===== config.mk =====
export PLATFORM = sky130hd
export DESIGN_NAME = master_out_port
export DESIGN_NICKNAME = d
export VERILOG_FILES = /design/src/rtl/master_out_port.sv
export SDC_FILE = /design/constraint.sdc
export NUM_CORES = 1
export LEC_CHECK = 0
export ABC_AREA = 1
export BUFFER_PORTS_ARGS = -buffer_cell sky130_fd_sc_hd__buf_4
export CAP_MARGIN = 20
export CORE_MARGIN = 4
export CORE_UTILIZATION = 35
export CTS_CLUSTER_DIAMETER = 200
export DETAILED_ROUTE_END_ITERATION = 6
export SYNTH_ARGS = -nofsm -noshare
export SYNTH_HDL_FRONTEND = slang
export SYNTH_SLANG_ARGS = --single-unit
export TNS_END_PERCENT = 30

===== constraint.sdc =====
create_clock -name clk -period 4.05 [get_ports clk]
set_clock_uncertainty 0.05 [all_clocks]
set_input_delay 0.6075 -clock clk [delete_from_list [all_inputs] [get_ports clk]]
set_output_delay 0.6075 -clock clk [all_outputs]
set_load 0.01 [all_outputs]

===== src/rtl/master_out_port.sv =====
// Bus master transmitter: handshake then LSB-first serial address/data.
// Optional MASTER_OUT_TXN_CNT_EN adds a 16-bit completed-transaction counter.
module master_out_port #(
  parameter int ADDR_WIDTH = 12,
  parameter int DATA_WIDTH = 8
) (
  input  logic                  clk,
  input  logic                  reset,
  input  logic                  req,
  input  logic [ADDR_WIDTH-1:0] addr_in,
  input  logic [DATA_WIDTH-1:0] data_in,
  input  logic                  slave_ready,
  output logic                  req_ready,
  output logic                  master_valid,
  output logic                  tx_address,
  output logic                  tx_data,
  output logic                  busy,
  output logic                  tx_done
`ifdef MASTER_OUT_TXN_CNT_EN
  ,
  output logic [15:0]           txn_count
`endif
);

  localparam int CW = (ADDR_WIDTH > 1) ? $clog2(ADDR_WIDTH) : 1;

  localparam logic [1:0] IDLE = 2'd0;
  localparam logic [1:0] REQ  = 2'd1;
  localparam logic [1:0] SEND = 2'd2;
  localparam logic [1:0] DONE = 2'd3;

  localparam logic [CW-1:0] LAST = CW'(ADDR_WIDTH - 1);

  logic [1:0]            state;
  logic [1:0]            state_nxt;
  logic [CW-1:0]         cnt;
  logic [ADDR_WIDTH-1:0] addr_sr;
  logic [DATA_WIDTH-1:0] data_sr;
  logic                  data_live;

  always_comb begin
    state_nxt = state;
    case (state)
      IDLE:    if (req) state_nxt = REQ;
      REQ:     if (slave_ready) state_nxt = SEND;
      SEND:    if (cnt == LAST) state_nxt = DONE;
      DONE:    state_nxt = IDLE;
      default: state_nxt = IDLE;
    endcase
  end

  always_ff @(posedge clk or posedge reset) begin
    if (reset) state <= IDLE;
    else       state <= state_nxt;
  end

  always_ff @(posedge clk or posedge reset) begin
    if (reset) begin
      cnt     <= '0;
      addr_sr <= '0;
      data_sr <= '0;
    end else begin
      case (state)
        IDLE: begin
          if (req) begin
            addr_sr <= addr_in;
            data_sr <= data_in;
          end
        end
        REQ: begin
          if (slave_ready) cnt <= '0;
        end
        SEND: begin
          addr_sr <= addr_sr >> 1;
          data_sr <= data_sr >> 1;
          cnt     <= cnt + 1'b1;
        end
        default: ;
      endcase
    end
  end

  // Data is shorter than address; its line idles low once all bits are out.
  assign data_live = 32'(cnt) < 32'(DATA_WIDTH);

  assign req_ready    = (state == IDLE);
  assign master_valid = (state == REQ);
  assign busy         = (state != IDLE);
  assign tx_done      = (state == DONE);
  assign tx_address   = (state == SEND) & addr_sr[0];
  assign tx_data      = (state == SEND) & data_live & data_sr[0];

`ifdef MASTER_OUT_TXN_CNT_EN
  always_ff @(posedge clk or posedge reset) begin
    if (reset)              txn_count <= '0;
    else if (state == DONE) txn_count <= txn_count + 16'd1;
  end
`endif

endmodule


==> run summary <==
The flow ran to the end, and the final reports show no timing, DRC or antenna violations. The global-route wire length before repair came out at 4.62 mm. The multi-input combinational cells in the finished layout cover a total of between 500 and 600 um^2.

Hold repair after CTS inserted 0 buffers. The DRC violation count after routing is 0. The mean routed wirelength per cell is 10.0 um. The antenna cell count came out at 0. The first detailed-routing pass took 4 iterations. The largest net degree at the start of global routing came out at 42. Buffers added to address setup during post-CTS repair amount to 0. The die outline width is 71.8 um.

Wires add up to ~2.6 mm. The pin slew with the least headroom to its limit is 825 ps. The most common cell in the netlist is nand2_1. The worst setup path is of the reg2out kind. The routed via count divided by cell count came out at 4.56. Setup slack on the critical path of the routed design comes to ~1700 ps.

The non-filler instance count after layout came out at 257. Summing every instance area after synthesis gives about 1400 um^2. The final hold violation count was 0. For this design the ratio of total power to cell area is 677 nW/um^2. The share of Yosys cell area claimed by the top area cell type is 45.7%.

The filler cell count in the final layout is 420. Ranked by total cell area, the synthesized netlist is headed by dfrtp_1, nand2_1, o21ai_0. The required time at the endpoint of the critical path is 3390 ps. The CTS H-tree depth came out at 1. The number of cells produced by synthesis is 184. The number of flip-flops and latches in the synthesized netlist is 26. The number of DRC markers after the initial detailed-route iteration came out at 25. STA classifies the critical path endpoint as an output port.

The initial antenna violation count is 0. The clock period minus worst slack is 2360 ps. The area growth from synthesis to layout came out at 20.6%. The switching share of power came out at 41.7%.

TritonCTS built the clock tree. The HPWL reported at the end of detailed placement came out at 1.85 mm. The part of the total power dissipated in combinational logic came out at 49.4%. The launching element type of the critical path is a flip-flop. The starting density of the core is between 30% and 40%. The die height is 71.8 um.

In this run the power spent charging and discharging nets is roughly 0.48 mW. The leftover overflow at the end of global routing is 0. At the worst endpoint, the arrival time is roughly 1700 ps.

The synthesized area divided by synthesized cell count came out at between 7 and 8 um^2. The worst setup slack after placement came out at 1870 ps. The total of buffers placed on input and output ports is 29.

Yosys mapped a number of flops with a built-in enable equal to 0. The share of layout cells above drive strength 1 is 18.2%. The remaining number of nets flagged by the antenna check after routing is 0.

The net count reported at finish is 240. The number of placed instances with taps included is 252. Clock tree synthesis inserted a total of 3 buffers. The final max-slew violation count is 0. The latest clock arrival within the worst-skew pair came out at between 200 and 300 ps.

The final period utilization came out at 58.4%. Clock tree synthesis found a total of 26 sinks. The number of placed I/O pins came out at 30. Sequential elements use 45.7% of the synthesized area.

The upper clock frequency limit came out at 0.423 GHz. The master cell of the clock root buffer is clkbuf_8. The clock network fraction of total power came out at 14.1%.

The number of placement rows is 22. The sum of negative setup slack came out at 0 ps. The global-route total usage across every layer is 11.1%. The async set or reset register ratio after synthesis is between 90% and 100%.

The final count of negative-setup-slack endpoints is 0. The tightest slew margin relative to the limit is 44.8%. The internal portion of total power came out at roughly 0.68 mW. The maximum clock path buffer count is 2. The net count after synthesis is between 200 and 250. The fraction of the core area covered by cells at the end of the flow is a little under half. The Yosys warning count came out at 0. The final weighted congestion in routability-driven placement is 0.748. The clock input transition at the sequential cells of the worst setup and hold paths came out at 80 ps. The worst-case IR drop observed on VDD is between 0.0002 and 0.00025 V. The top flip-flop cell by instance count after synthesis is dfrtp_1. The library cell occupying the most area in the post-synthesis netlist is dfrtp_1. The tool flagged a number of max-cap violations equal to 0. The number of instances resized during post-cts repair is 0.

The number of global-route vias before repair came out at approximately 1100. The final design instance area without fill is 1720 um^2. Setup repair after global routing left no endpoint under its margin. Summing over every cut layer, the via total after detailed routing is 1172. By count the netlist is led by nand2_1, o21ai_0, inv_1.

The tightest min-delay check is of the in2async type. Along the worst path, the maximum fanout reaches 41. The core region is between 3000 and 4000 um^2.

The unique cell type count in the Yosys netlist is 20. The total area of sequential cells is 651 um^2. The total die area is 5150 um^2. In this run the static leakage power is approximately 0.9 nW. The placed standard-cell area is between 1500 and 2000 um^2.

Registers are responsible for between 30% and 40% of the overall power.
-- placed cells by master (no fill, tap or decap), drive strengths merged --
cell type,n
clkbuf,4
inv,31
o21a,1
nor3,1
or2,1
o21ai,39
buf,30
xor2,1
nor2,3
nand3,10
nand2,54
dfrtp,26
a21oi,2
ha,6
-- power groups by stage --
stage	registers, mW	clock network [mW]	logic (mW)
after floorplan	0.419	0	0.499
after global placement	0.428	0	0.575
after detailed placement	0.433	0	0.579
after CTS	0.427	0.171	0.583
after global routing	0.443	0.177	0.684
final	0.425	0.164	0.574
-- per-layer routing --
| metal | track usage, % | vias up | wire length [um] |
|---|---|---|---|
| met2 | 17.8 | 16 | 1200 |
| met1 | 14.3 | 533 | 1220 |
| met4 | 3.76 | 0 | 40 |
| li1 | - | 619 | - |
| met5 | 0 | - | 0 |
| met3 | 3.09 | 4 | 119 |
-- worst paths after layout --
path,to,slack (ps),start,depth (start not counted)
worst max-delay path,tx_data,1690,state[0],5
worst min register to register,addr_sr[1],480,addr_sr[1],2
worst min-delay path,addr_sr[7],220,reset,2
max in group asynchronous,addr_sr[4],3340,reset,3
min in group clk,addr_sr[1],480,addr_sr[1],2
worst max register to register,data_sr[7],1900,state[0],6
-- registers in the layout (all words and copies together), names as in the netlist --
name	flops
cnt	4
state	2
addr_sr	12
data_sr	8
-- cells by family after synthesis --
group	Yosys count	synth area share, %
simple gates	69	19.3
compound gates	42	16.0
buf+inv	40	13.1
flops	26	45.7
fa+ha+maj	6	5.27
xor+xnor	1	0.615
-- layout make-up --
class | instances | share of cell area [%]
clock buffer | 4 | 3.21
inverter | 31 | 6.92
tap | 48 | 3.50
sequential | 26 | 37.9
multi-input combinational | 118 | 34.2
timing repair buffer | 30 | 14.3
-- stage by stage --
| step | total power [mW] | hold WS (ps) |
|---|---|---|
| 2_1_floorplan | 0.918 | 433 |
| 3_3_place_gp | 1.00 | 447 |
| 3_5_place_dp | 1.01 | 464 |
| 4_1_cts | 1.18 | 485 |
| 5_1_grt | 1.30 | 232 |
| 6_report | 1.16 | 219 |
-- worst max-delay path: stages (launching register included) --
cell and delay, ps:
dfrtp_1 410, inv_1 110, ha_1 340, inv_4 210, nor3_1 210, buf_4 160
(Power assumes the default switching activity.)
